==> src/rtl/uart_cmd_encoder.sv <==
// uart_cmd_encoder: turns pulse-generator commands into a UART byte stream, with optional inter-byte gaps.
// Optional macro UART_CMD_ENCODER_SKIP_UNCHANGED_EN: an ALL command omits configuration groups already sent unchanged.
`default_nettype none

module uart_cmd_encoder #(
  parameter int GAP_CYCLES = 0
) (
  input  logic        clk,
  input  logic        rst,
  input  logic        cmd_valid_i,
  input  logic [2:0]  cmd_i,
  input  logic [15:0] delay_i,
  input  logic [7:0]  width_i,
  input  logic [7:0]  num_pulses_i,
  input  logic [15:0] pulse_spacing_i,
  output logic        cmd_ready_o,
  output logic        done_o,
  output logic        err_o,
  output logic [7:0]  byte_o,
  output logic        byte_valid_o,
  input  logic        byte_ready_i
);

  typedef enum logic [1:0] {
    S_IDLE = 2'd0,
    S_SEND = 2'd1,
    S_GAP  = 2'd2
  } state_t;

  localparam logic [2:0] c_op_all   = 3'd5;
  localparam logic [3:0] c_idx_trig = 4'd10;
  localparam logic [7:0] c_gap_last = (GAP_CYCLES > 0) ? 8'(GAP_CYCLES - 1) : 8'd0;

  state_t      r_state, w_state_nxt;
  logic [3:0]  r_idx, r_end;
  logic [15:0] r_delay, r_spacing;
  logic [7:0]  r_width, r_num;
  logic [7:0]  r_gap;
  logic        r_done, r_err;

  logic        w_accept, w_legal, w_xfer, w_last;
  logic [3:0]  w_skip, w_skip_in;
  logic [3:0]  w_start, w_end, w_idx_nxt;
  logic [7:0]  w_byte;

  // The 11-byte ALL stream is the concatenation of groups; single opcodes address one slice of it.
  function automatic logic [3:0] f_seg_start(input logic [1:0] s);
    case (s)
      2'd0:    f_seg_start = 4'd0;
      2'd1:    f_seg_start = 4'd3;
      2'd2:    f_seg_start = 4'd5;
      default: f_seg_start = 4'd7;
    endcase
  endfunction

  function automatic logic [3:0] f_first_idx(input logic [2:0] k, input logic [3:0] skip);
    f_first_idx = c_idx_trig;
    for (int s = 3; s >= 0; s--) begin
      if ((3'(s) >= k) && !skip[s]) f_first_idx = f_seg_start(2'(s));
    end
  endfunction

  assign w_accept = cmd_valid_i && (r_state == S_IDLE);
  assign w_legal  = (cmd_i <= c_op_all);
  assign w_xfer   = (r_state == S_SEND) && byte_ready_i;
  assign w_last   = (r_idx == r_end);

`ifdef UART_CMD_ENCODER_SKIP_UNCHANGED_EN
  logic [15:0] r_sh_delay, r_sh_spacing;
  logic [7:0]  r_sh_width, r_sh_num;
  logic [3:0]  r_sh_vld;
  logic [3:0]  r_skip;

  assign w_skip    = r_skip;
  assign w_skip_in = (cmd_i != c_op_all) ? 4'b0000 :
                     {r_sh_vld[3] && (r_sh_spacing == pulse_spacing_i),
                      r_sh_vld[2] && (r_sh_num == num_pulses_i),
                      r_sh_vld[1] && (r_sh_width == width_i),
                      r_sh_vld[0] && (r_sh_delay == delay_i)};

  // A shadow becomes valid only once the final byte of its group has actually left.
  always_ff @(posedge clk or posedge rst) begin
    if (rst) begin
      r_sh_delay   <= 16'h0000;
      r_sh_width   <= 8'h00;
      r_sh_num     <= 8'h00;
      r_sh_spacing <= 16'h0000;
      r_sh_vld     <= 4'b0000;
      r_skip       <= 4'b0000;
    end else begin
      if (w_accept && w_legal) r_skip <= w_skip_in;
      if (w_xfer) begin
        case (r_idx)
          4'd2: begin r_sh_delay   <= r_delay;   r_sh_vld[0] <= 1'b1; end
          4'd4: begin r_sh_width   <= r_width;   r_sh_vld[1] <= 1'b1; end
          4'd6: begin r_sh_num     <= r_num;     r_sh_vld[2] <= 1'b1; end
          4'd9: begin r_sh_spacing <= r_spacing; r_sh_vld[3] <= 1'b1; end
          default: ;
        endcase
      end
    end
  end
`else
  assign w_skip    = 4'b0000;
  assign w_skip_in = 4'b0000;
`endif

  always_comb begin
    w_start = 4'd0;
    w_end   = 4'd2;
    case (cmd_i)
      3'd1:    begin w_start = 4'd3;       w_end = 4'd4;       end
      3'd2:    begin w_start = 4'd5;       w_end = 4'd6;       end
      3'd3:    begin w_start = 4'd7;       w_end = 4'd9;       end
      3'd4:    begin w_start = c_idx_trig; w_end = c_idx_trig; end
      3'd5:    begin w_start = f_first_idx(3'd0, w_skip_in); w_end = c_idx_trig; end
      default: ;
    endcase
  end

  always_comb begin
    w_idx_nxt = r_idx + 4'd1;
    case (r_idx)
      4'd2:    w_idx_nxt = f_first_idx(3'd1, w_skip);
      4'd4:    w_idx_nxt = f_first_idx(3'd2, w_skip);
      4'd6:    w_idx_nxt = f_first_idx(3'd3, w_skip);
      4'd9:    w_idx_nxt = c_idx_trig;
      default: ;
    endcase
  end

  always_comb begin
    w_byte = 8'h00;
    case (r_idx)
      4'd0:    w_byte = 8'h00;
      4'd1:    w_byte = r_delay[15:8];
      4'd2:    w_byte = r_delay[7:0];
      4'd3:    w_byte = 8'h01;
      4'd4:    w_byte = r_width;
      4'd5:    w_byte = 8'h02;
      4'd6:    w_byte = r_num;
      4'd7:    w_byte = 8'h03;
      4'd8:    w_byte = r_spacing[15:8];
      4'd9:    w_byte = r_spacing[7:0];
      4'd10:   w_byte = 8'h04;
      default: ;
    endcase
  end

  always_ff @(posedge clk or posedge rst) begin
    if (rst) r_state <= S_IDLE;
    else     r_state <= w_state_nxt;
  end

  always_comb begin
    w_state_nxt  = r_state;
    cmd_ready_o  = 1'b0;
    byte_valid_o = 1'b0;
    case (r_state)
      S_IDLE: begin
        cmd_ready_o = 1'b1;
        if (w_accept && w_legal) w_state_nxt = S_SEND;
      end
      S_SEND: begin
        byte_valid_o = 1'b1;
        if (byte_ready_i) begin
          if (w_last)              w_state_nxt = S_IDLE;
          else if (GAP_CYCLES > 0) w_state_nxt = S_GAP;
          else                     w_state_nxt = S_SEND;
        end
      end
      S_GAP: begin
        if (r_gap == c_gap_last) w_state_nxt = S_SEND;
      end
      default: w_state_nxt = S_IDLE;
    endcase
  end

  always_ff @(posedge clk or posedge rst) begin
    if (rst) begin
      r_idx     <= 4'd0;
      r_end     <= 4'd0;
      r_delay   <= 16'h0000;
      r_width   <= 8'h00;
      r_num     <= 8'h00;
      r_spacing <= 16'h0000;
      r_gap     <= 8'h00;
      r_done    <= 1'b0;
      r_err     <= 1'b0;
    end else begin
      r_done <= 1'b0;
      r_err  <= 1'b0;
      if (w_accept) begin
        if (w_legal) begin
          r_delay   <= delay_i;
          r_width   <= width_i;
          r_num     <= num_pulses_i;
          r_spacing <= pulse_spacing_i;
          r_idx     <= w_start;
          r_end     <= w_end;
        end else begin
          r_err <= 1'b1;
        end
      end
      if (w_xfer) begin
        if (w_last) begin
          r_done <= 1'b1;
        end else begin
          r_idx <= w_idx_nxt;
          r_gap <= 8'h00;
        end
      end
      if (r_state == S_GAP) r_gap <= r_gap + 8'd1;
    end
  end

  assign byte_o = w_byte;
  assign done_o = r_done;
  assign err_o  = r_err;

endmodule

`default_nettype wire
==> config.mk <==
export PLATFORM = sky130hd
export DESIGN_NAME = uart_cmd_encoder
export DESIGN_NICKNAME = d
export VERILOG_FILES = /design/src/rtl/uart_cmd_encoder.sv
export SDC_FILE = /design/constraint.sdc
export NUM_CORES = 1
export LEC_CHECK = 0
export CORE_MARGIN = 4
export CORE_UTILIZATION = 45
export DETAILED_ROUTE_END_ITERATION = 12
export PLACE_DENSITY = 0.76
export SLEW_MARGIN = 0
export SYNTH_ARGS = -nofsm -noshare
export SYNTH_HDL_FRONTEND = slang
export SYNTH_SLANG_ARGS = --single-unit
==> constraint.sdc <==
create_clock -name clk -period 1.9 [get_ports clk]
set_clock_uncertainty 0.05 [all_clocks]
set_input_delay 0.38 -clock clk [delete_from_list [all_inputs] [get_ports clk]]
set_output_delay 0.38 -clock clk [all_outputs]
set_load 0.005 [all_outputs]
======== After elaboration in Yosys (flattened, before gate mapping) ========
Index checks and enable logic that the tools add are counted.
storage, ports and cells
  flip-flop bits (word level) ............. 68
  input port bits ......................... 55
  word-level logic and storage cells ...... 67
cells by class
  add/subtract/negate cells ............... 2
  $lt $le $gt $ge ......................... 1
  equality and inequality tests ........... 22
  multiplexer cells ....................... 22
  reduce and logical (&&, ||, !) cells .... 10
operators by type and width
  cell                   count
  $pmux W8 S10           1
  $pmux W4 S4            3
  $mux W8                3
  $eq A4 B3 Y1 const B   4
  $mux W4                4
  $eq A4 B4 Y1 const B   3
  $add A8 B1 Y8 const B  1
  $eq A4 B2 Y1 const B   2
  $logic_not A8 Y1       1
  $mux W1                7
  $eq A3 B2 Y1 const B   2
  $eq A3 B3 Y1 const B   2
  $mux W2                3
  $pmux W2 S3            1
  $add A4 B1 Y4 const B  1
  $eq A4 B1 Y1 const B   1
  $eq A4 B4 Y1           1
  $ne A2 B1 Y1 const B   2
  $ne A2 B2 Y1 const B   2
  $reduce_and A2 Y1      2
  $eq A3 B1 Y1 const B   1
  $le A3 B3 Y1 const B   1
  $logic_and A1 B1 Y1    3
  $reduce_and A3 Y1      1
  5 further kinds        5

======== Logic depth before layout (Yosys ltp) ========
Gate-level depths: netlist of the first run.
  word-level depth ........................ 6
  gate-level depth with buffers ........... 8

======== Least setup slack after synthesis of the first run ========
No wires, ideal clock.
  path kind ............................... reg2out
  start point ............................. register r_idx[0]
  end point ............................... output byte_o[2]
  data arrival time ....................... 1459 ps
  required time ........................... 1470 ps
  slack ................................... 11 ps
  stages on the path, launching flop included .. 9
  cell sequence ........................... dfrtp_1 > inv_1 > ha_1 > buf_2 > clkbuf_1 > o21ai_0 > a21oi_1 > a21oi_1 > o21ai_0
between the ends
  word-level cells in the longest chain between the ends .. 2
  elaborated cells between the ends (all ways) .. 11
RTL lines
  item                                  line  source
  start: declaration                    35    logic [3:0] r_idx, r_end;
  start signal: assignment              199   r_idx <= w_start;
  start signal: assignment              209   r_idx <= w_idx_nxt;
  $eq A4 B4 Y1 (tied with other cells)  134   case (r_idx)
  $pmux W8 S10 *                        134
  end: declaration                      19    output logic [7:0] byte_o,
Every way passes the cells marked *; elsewhere a longest branch is shown, timed or not.

======== Worst setup path in the final report of the first run ========
  start point ............................. register r_idx[0]
  end point ............................... output byte_o[4]
Same word-level chain as after synthesis.

==> results of run 1 <==
==> critical path, delay by kind of cell (launching register included) <==
family	cells	cell delay [ns]
AO/OA/AOI/OAI	2	0.32
adder cells (fa/ha/maj)	1	0.17
buffers and inverters	3	0.39
flip-flops	1	0.41
AND/OR/NAND/NOR	1	0.14
==> cells in the final DEF (no fill, tap or decap), drive strengths merged, types with 6 or more instances in the layout <==
| master | n |
|---|---|
| nand2 | 159 |
| a21oi | 11 |
| clkdlybuf4s50 | 58 |
| dfrtp | 59 |
| a31oi | 7 |
| a22o | 7 |
| o21ai | 11 |
| nor2 | 13 |
| clkbuf | 10 |
| mux2 | 6 |
| buf | 51 |
==> timing repair <==
item,in CTS,in global routing
setup buffers,10,1
pin swaps,12,4
endpoints found under the setup margin,8,9
gates cloned,1,0
resized for setup,74,8
==> where the power goes <==
part,internal [mW],switching (mW)
combinational,1.67,1.63
clock,0.448,0.453
sequential,1.89,0.458
total,4.00,2.54
==> logic make-up (layout without fill, tap and decap cells) <==
kind of cell | count (synthesis) | after routing | share of synthesized area [%]
simple gates | 189 | 189 | 26.5
flops | 59 | 59 | 50.7
mux | 9 | 9 | 3.48
fa+ha+maj | 4 | 4 | 1.72
xor+xnor | 5 | 5 | 1.50
compound gates | 52 | 52 | 12.1
buf+inv | 26 | 127 | 4.00
==> state kept, by name (all words and copies together), names as in the netlist <==
| register | count |
|---|---|
| err_o | 1 |
| done_o | 1 |
| r_end | 4 |
| r_spacing | 16 |
| r_width | 8 |
| r_idx | 4 |
| r_state | 1 |
| r_num | 8 |
| r_delay | 16 |
==> synthesized netlist by cell type (all sizes together) <==
| cell | n | area (sq um) |
|---|---|---|
| a221oi | 1 | 8.76 |
| clkbuf | 8 | 30.0 |
| o221ai | 2 | 17.5 |
| dfrtp | 59 | 1480 |
| o21ai | 11 | 55.1 |
| a22oi | 2 | 15.0 |
| o311ai | 1 | 8.76 |
| mux2 | 6 | 71.3 |
| nor2 | 13 | 56.3 |
| and2 | 2 | 12.5 |
| mux2i | 3 | 30.0 |
| a32oi | 5 | 43.8 |
| buf | 14 | 71.3 |
| a31oi | 7 | 43.8 |
| a21oi | 11 | 58.8 |
| nand2b | 3 | 18.8 |
| nor4 | 2 | 27.5 |
| a32o | 1 | 10.0 |
| nand2 | 159 | 597 |
| o32ai | 1 | 8.76 |
| inv | 4 | 15.0 |
| a21o | 1 | 7.51 |
| ha | 4 | 50.1 |
| xor2 | 5 | 43.8 |
| a22o | 7 | 61.3 |
| and3 | 1 | 7.51 |
| o22ai | 2 | 12.5 |
| or2 | 1 | 6.26 |
| nand3 | 3 | 15.0 |
| nor2b | 5 | 31.3 |
==> worst min-delay path by stage <==
stage / slack [ns] / to
after detailed placement: 0.41 / r_delay[2]
final: 0.37 / r_delay[3]
after CTS: 0.37 / r_spacing[7]
after global placement: 0.41 / r_delay[2]
after global routing: 0.39 / r_spacing[2]
after floorplan: 0.39 / r_num[0]
==> layout make-up <==
| type | instances | area (sq um) |
|---|---|---|
| clock buffer | 10 | 128 |
| timing repair buffer | 109 | 1020 |
| inverter | 4 | 15.0 |
| fill | 516 | 2100 |
| clock inverter | 4 | 20.0 |
| sequential | 59 | 1480 |
| tap | 77 | 96.3 |
| multi-input combinational | 259 | 1460 |
==> metrics by stage <==
stage / instances / cell area [sq um]
after global routing: 522 / 4220
after floorplan: 344 / 2910
after CTS: 521 / 4180
after detailed placement: 497 / 3850
after global placement: 497 / 3850
final: 522 / 4220
==> routing by layer <==
| metal | GRT usage, % | vias up | share of wire (%) |
|---|---|---|---|
| li1 | - | 1325 | - |
| met1 | 28.6 | 1262 | 46 |
| met2 | 32.8 | 93 | 46 |
| met3 | 3.91 | 21 | 5.9 |
| met4 | 10.2 | 0 | 2.4 |
| met5 | 0 | - | 0 |
==> impl_results.rst, run 1 <==
.. list-table::
   :header-rows: 1

   * - Metric
     - Value
   * - Layout cell share with drive strength beyond 1
     - a little under a quarter
   * - Total negative slack for setup checks
     - -2.18 ns
   * - Critical R2R Launch
     - r_idx[0]
   * - Total number of yosys warnings
     - 0
   * - Core box area
     - 0.00631 sq mm
   * - Cell with the largest stage delay on the worst path
     - sky130_fd_sc_hd__dfrtp_1
   * - Post-layout total power
     - 6.54 mW
   * - Global placer's final weighted congestion
     - roughly 0.90
   * - Setup CP Type
     - reg2out
   * - Worst path required time
     - 1.47 ns
   * - Maximum number of pins on one net before global-route repair
     - 60
   * - Path type of the worst min-delay path
     - in2async
   * - # port buffers
     - 66
   * - Count of max-cap constraint violations
     - 0
   * - DPL Wire Length
     - 5320 microns
   * - Hold Slack
     - between 0.3 and 0.4 ns
   * - Final Cycle Share
     - 116%
   * - Global-route wire length before repair
     - 12700 microns
   * - Worst max-slew margin expressed relative to the limit
     - 78.3%
   * - Worst setup slack after layout
     - -0.299 ns
   * - Antenna violations before repair
     - 0
   * - Routed len/inst
     - ~15 microns
   * - Final critical delay including setup and external delays
     - 2.20 ns
   * - Overall routing resource usage
     - 21.1%
   * - Latest clock arrival within the worst-skew pair
     - approximately 0.33 ns
   * - Largest vdd supply drop
     - 0.755 mV
   * - Sequential area share after synthesis
     - between 50% and 60%
   * - Reg2reg path depth
     - 6
   * - Clock tree from TritonCTS
     - built
   * - Antenna cell count
     - 0
   * - Final routed wirelength across all metal layers
     - a little under 8000 microns
   * - Capture point of the worst reg-to-reg path
     - r_idx[1]
   * - Data arrival, critical path
     - 1.77 ns
   * - Die boundary height
     - ~88 microns
   * - Number of clock buffers inserted by TritonCTS
     - 9
   * - Tightest Pin Transition
     - ~0.32 ns
   * - Area of the die
     - 0.00782 sq mm
   * - Fraction of the core area covered by cells at the end of the flow
     - 66.8%
   * - Most frequent cell on the critical path
     - sky130_fd_sc_hd__buf_6
   * - Post-Syn Instances
     - 344
   * - Setup crit end
     - byte_o[4]
   * - Num Clock Sinks
     - 59
   * - Number of buffers between clock root and the deepest sink
     - 2
   * - Crit. End Element
     - output port
   * - Net count of the finished layout
     - 501
   * - Area growth syn-to-layout
     - 44.8%
   * - Maximum achievable frequency
     - 455 MHz
   * - Vias/cell
     - 5.17
   * - Launching element of the worst setup path
     - r_idx[0]
   * - Number of DRC markers after the initial detailed-route iteration
     - 136
   * - Violations in the final reports
     - setup timing
   * - Number of hold violations in the final report
     - 0
   * - Top Ports
     - 67
   * - Nets in the synthesized netlist
     - ~400
   * - Max Fanout on Critical Path
     - 4
   * - Root Driver
     - sky130_fd_sc_hd__clkbuf_8
   * - Global route overflow
     - 0
   * - Synth Cell Area
     - 0.00291 sq mm
   * - Minimum setup slack among reg-to-reg paths
     - 0.10 ns
   * - Total DRC errors in the routed layout
     - 0
   * - Post-cts hold buffer count
     - 0
   * - Number of library cell types mapped by synthesis
     - 37
   * - Final ANT Viol Nets
     - 0
   * - Initial Util
     - a little under half
   * - Count of H-tree levels built during CTS
     - 3
   * - Via count of the first global-routing pass
     - 2673
   * - Clock-pin slew of the registers on the worst-case setup and hold paths
     - around 0.06 ns
   * - Chip Width
     - between 80 and 90 microns
   * - Cell-by-cell trace of the critical path
     - buf_6, ha_4, buf_6, and2_4, a32oi_2, o221ai_2, buf_2
   * - Dpl ws
     - -0.400 ns
   * - Sort of element at the start of the critical path
     - flip-flop
   * - Biggest cell delay along the critical path
     - between 0.4 and 0.5 ns
   * - Total iterations of the first detailed-routing run
     - 5
   * - Placement row count
     - 29
   * - Unrepaired setup endpoints after global routing
     - yes
   * - Number of setup violations in the final report
     - 8
   * - Reported leakage power
     - just over 2 nW
   * - Routed vias
     - between 2000 and 3000
   * - Total count of max-transition violations in the final report
     - 0
   * - Power Dens Cells
     - 1550 mW/mm^2
   * - Mean Syn Cell Area
     - 8.46 sq um
   * - Run status
     - finished, violations left
   * - Count of state elements after synthesis
     - 59
No activity file was read; power rests on OpenSTA's default activity.
==> inputs of run 2 (changes only) <==
--- a/config.mk
+++ b/config.mk
@@ -6,9 +6,10 @@
 export NUM_CORES = 1
 export LEC_CHECK = 0
 export CORE_MARGIN = 4
-export CORE_UTILIZATION = 45
+export CORE_UTILIZATION = 47
+export CTS_BUF_LIST = sky130_fd_sc_hd__clkbuf_4 sky130_fd_sc_hd__clkbuf_8
 export DETAILED_ROUTE_END_ITERATION = 12
-export PLACE_DENSITY = 0.76
+export PLACE_DENSITY = 0.79
 export SLEW_MARGIN = 0
 export SYNTH_ARGS = -nofsm -noshare
 export SYNTH_HDL_FRONTEND = slang
==> run 2 against run 1 <==
The flow still finishes with violations (setup timing); die area shrank 3.9%; count of clock-buffer cells in the layout is 1 higher; worst hold slack got worse by 0.12 ns; fmax shrank 3.9%; critical path type unchanged; critical path depth increased by 1; wire length increased by 11%; flip-flop and latch count is the same; global-route usage increased by 2.0 points.
==> impl_results.rst, run 2 (synthesized netlist as in run 1, its figures left out) <==
.. list-table::
   :header-rows: 1

   * - Metric
     - Value
   * - Overall routing resource usage
     - 23.2% (was 21.1%)
   * - Top cell family by delay on the critical path
     - compound AO/OA/AOI/OAI gates (was flip-flops)
   * - Chip Width
     - 86.7 microns (was 88.4 microns)
   * - Routed vias
     - 2835 (was 2701)
   * - Die boundary height
     - 86.7 microns (was 88.4 microns)
   * - Clock tree from TritonCTS
     - built (unchanged)
   * - Final critical delay including setup and external delays
     - 2.29 ns (was 2.20 ns)
   * - Number of DRC markers after the initial detailed-route iteration
     - 256 (was 136)
   * - Dpl ws
     - -0.498 ns (was -0.400 ns)
   * - Total DRC errors in the routed layout
     - 0 (unchanged)
   * - Crit. End Element
     - output port (unchanged)
   * - Number of clock buffers inserted by TritonCTS
     - 9 (unchanged)
   * - Area of the die
     - 0.00752 sq mm (was 0.00782 sq mm)
   * - Number of hold violations in the final report
     - 0 (unchanged)
   * - Area taken by multi-input logic gates
     - 0.00143 sq mm (was 0.00146 sq mm)
   * - Largest vdd supply drop
     - 0.799 mV (was 0.755 mV)
   * - # port buffers
     - 66 (unchanged)
   * - Sequential cell area
     - 0.00148 sq mm (about the same)
   * - Antenna cell count
     - 0 (unchanged)
   * - Power Dens Cells
     - 1620 mW/mm^2 (was 1550 mW/mm^2)
   * - Number of filler cells placed in the layout
     - 441 (was 516)
   * - Final ANT Viol Nets
     - 0 (unchanged)
   * - Path type of the worst min-delay path
     - in2async (unchanged)
   * - Cell with the largest stage delay on the worst path
     - sky130_fd_sc_hd__dfrtp_1 (unchanged)
   * - Global placer's final weighted congestion
     - 0.864 (was 0.901)
   * - Critical R2R Launch
     - r_idx[0] (unchanged)
   * - Registers with the most flip-flops
     - r_delay: 16 flops, r_spacing: 16 flops (unchanged)
   * - Placement row count
     - 28 (was 29)
   * - Vias/cell
     - 5.37 (was 5.17)
   * - Count of H-tree levels built during CTS
     - 3 (unchanged)
   * - Reg2reg path depth
     - 9 (was 6)
   * - Tightest Pin Transition
     - 0.365 ns (was 0.322 ns)
   * - Post-layout total power
     - 6.93 mW (was 6.54 mW)
   * - Final routed wirelength across all metal layers
     - 8590 microns (was 7750 microns)
   * - Leading cell type in the layout, fill and taps excluded
     - sky130_fd_sc_hd__nand2_1 (unchanged)
   * - Num Clock Sinks
     - 59 (unchanged)
   * - Root Driver
     - sky130_fd_sc_hd__clkbuf_8 (unchanged)
   * - Net count of the finished layout
     - 507 (was 501)
   * - Number of stages on the worst setup path
     - 8 (was 7)
   * - Number of buffers between clock root and the deepest sink
     - 2 (unchanged)
   * - Biggest cell delay along the critical path
     - 0.41 ns (about the same)
   * - Antenna violations before repair
     - 0 (unchanged)
   * - Maximum achievable frequency
     - 437 MHz (was 455 MHz)
   * - Number of buffer and inverter stages on the critical path
     - 4 (was 3)
   * - Top Ports
     - 67 (unchanged)
   * - Data arrival, critical path
     - 1.86 ns (was 1.77 ns)
   * - Most frequent cell on the critical path
     - sky130_fd_sc_hd__buf_6 (unchanged)
   * - Final Cycle Share
     - 120% (was 116%)
   * - Total count of max-transition violations in the final report
     - 0 (unchanged)
   * - Layout cell share with drive strength beyond 1
     - 23.4% (was 22.7%)
   * - Reported leakage power
     - 2.06 nW (was 2.03 nW)
   * - Latest clock arrival within the worst-skew pair
     - 0.35 ns (was 0.33 ns)
   * - Clock-pin slew of the registers on the worst-case setup and hold paths
     - 0.07 ns (was 0.06 ns)
   * - Max Fanout on Critical Path
     - 6 (was 4)
   * - Global-route wire length before repair
     - 13400 microns (was 12700 microns)
   * - DPL Wire Length
     - 5480 microns (was 5320 microns)
   * - Initial Util
     - 48.9% (was 46.1%)
   * - Launching element of the worst setup path
     - r_idx[0] (unchanged)
   * - Core box area
     - 0.00596 sq mm (was 0.00631 sq mm)
   * - Worst setup slack after layout
     - -0.387 ns (was -0.299 ns)
   * - Cell-by-cell trace of the critical path
     - buf_6, inv_6, ha_4, buf_6, a22o_1, a22oi_1, o21ai_1, buf_2 (was buf_6, ha_4, buf_6, and2_4, a32oi_2, o221ai_2, buf_2)
   * - Sort of element at the start of the critical path
     - flip-flop (unchanged)
   * - Most frequent cells in the layout
     - sky130_fd_sc_hd__nand2_1, sky130_fd_sc_hd__clkdlybuf4s50_1, sky130_fd_sc_hd__dfrtp_1 (was sky130_fd_sc_hd__nand2_1, sky130_fd_sc_hd__dfrtp_1, sky130_fd_sc_hd__clkdlybuf4s50_1)
   * - Maximum number of pins on one net before global-route repair
     - 48 (was 60)
   * - Number of setup violations in the final report
     - 9 (was 8)
   * - Total iterations of the first detailed-routing run
     - 4 (was 5)
   * - Routed len/inst
     - 16.3 microns (was 14.8 microns)
   * - Area growth syn-to-layout
     - 46.8% (was 44.8%)
   * - Run status
     - finished, violations left (unchanged)
   * - Global route overflow
     - 0 (unchanged)
   * - Via count of the first global-routing pass
     - 2798 (was 2673)
   * - Worst path required time
     - 1.47 ns (about the same)
   * - Unrepaired setup endpoints after global routing
     - yes (unchanged)
   * - Setup CP Type
     - reg2out (unchanged)
   * - Post-cts hold buffer count
     - 0 (unchanged)
   * - Violations in the final reports
     - setup timing (unchanged)
   * - Count of max-cap constraint violations
     - 0 (unchanged)
   * - Worst max-slew margin expressed relative to the limit
     - 75.5% (was 78.3%)
-- run 2: cell types whose count changed in the layout (fill, tap and decap cells not counted), moves of 2 or more --
cell / before / now
sky130_fd_sc_hd__buf_4: 28 / 37
sky130_fd_sc_hd__a21oi_1: 8 / 6
sky130_fd_sc_hd__a21oi_2: 2 / 4
sky130_fd_sc_hd__buf_2: 9 / 7
sky130_fd_sc_hd__dfrtp_1: 58 / 56
sky130_fd_sc_hd__dfrtp_2: 1 / 3
sky130_fd_sc_hd__inv_2: 3 / 1
sky130_fd_sc_hd__nand2_1: 156 / 158
sky130_fd_sc_hd__nand2_2: 3 / 1
sky130_fd_sc_hd__nor2b_4: 2 / 0
-- run 2: worst paths after layout --
kind	end	slack, ns
setup / recovery	byte_o[3]	-0.39
max in group asynchronous	r_idx[2]	0.98
hold reg to reg	r_num[7]	0.43
hold / removal	r_spacing[7]	0.25
setup reg to reg	r_idx[2]	0
min in group clk	r_num[7]	0.43
-- run 2: power breakdown --
| part | internal [mW] | switching [mW] |
|---|---|---|
| combinational | 1.71 | 1.70 |
| clock | 0.648 | 0.519 |
| sequential | 1.89 | 0.463 |
-- run 2: stage by stage --
| stage | utilization, % | hold WS, ns | TNS [ns] | area [sq um] | instances |
|---|---|---|---|---|---|
| 6_report | 71.8 | 0.247 | -2.98 | 4270 | 528 |
| 5_1_grt | 71.8 | 0.274 | -3.55 | 4270 | 528 |
| 4_1_cts | 70.2 | 0.249 | -2.61 | 4180 | 525 |
| 3_5_place_dp | 64.8 | 0.414 | -3.72 | 3860 | 498 |
| 3_3_place_gp | 64.8 | 0.404 | -3.20 | 3860 | 498 |
| 2_1_floorplan | - | 0.390 | 0 | 2910 | 344 |
-- run 2: layer usage --
metal  part of all wire [%]  GRT usage, %  wire, microns
met5                      0             0              0
met4                    3.5          10.8            304
met3                    7.8          5.61            670
met2                     47          37.3           4060
met1                     41          29.4           3550
-- run 2: repair_timing --
item,4_1_cts,5_1_grt
cloned,0,0
resized for setup,58,22
pin swaps,10,10
buffers inserted,11,5
setup endpoints to repair,8,10
-- run 2: worst reg2reg max path: cells and delay by family (launching register included) --
kind | cells | cell delay (ns)
DFF | 1 | 0.41
muxes | 1 | 0.12
buffers and inverters | 6 | 0.68
adders and majority gates | 1 | 0.18
AOI/OAI and AO/OA | 1 | 0.32
-- run 2: area by class of cell --
class,instances,area share [%]
Clock buffer,11,3.40
Clock inverter,5,1.23
Inverter,4,0.527
Multi-Input combinational cell,259,33.4
Sequential cell,59,34.6
Tap cell,75,2.20
Timing Repair Buffer,115,24.6
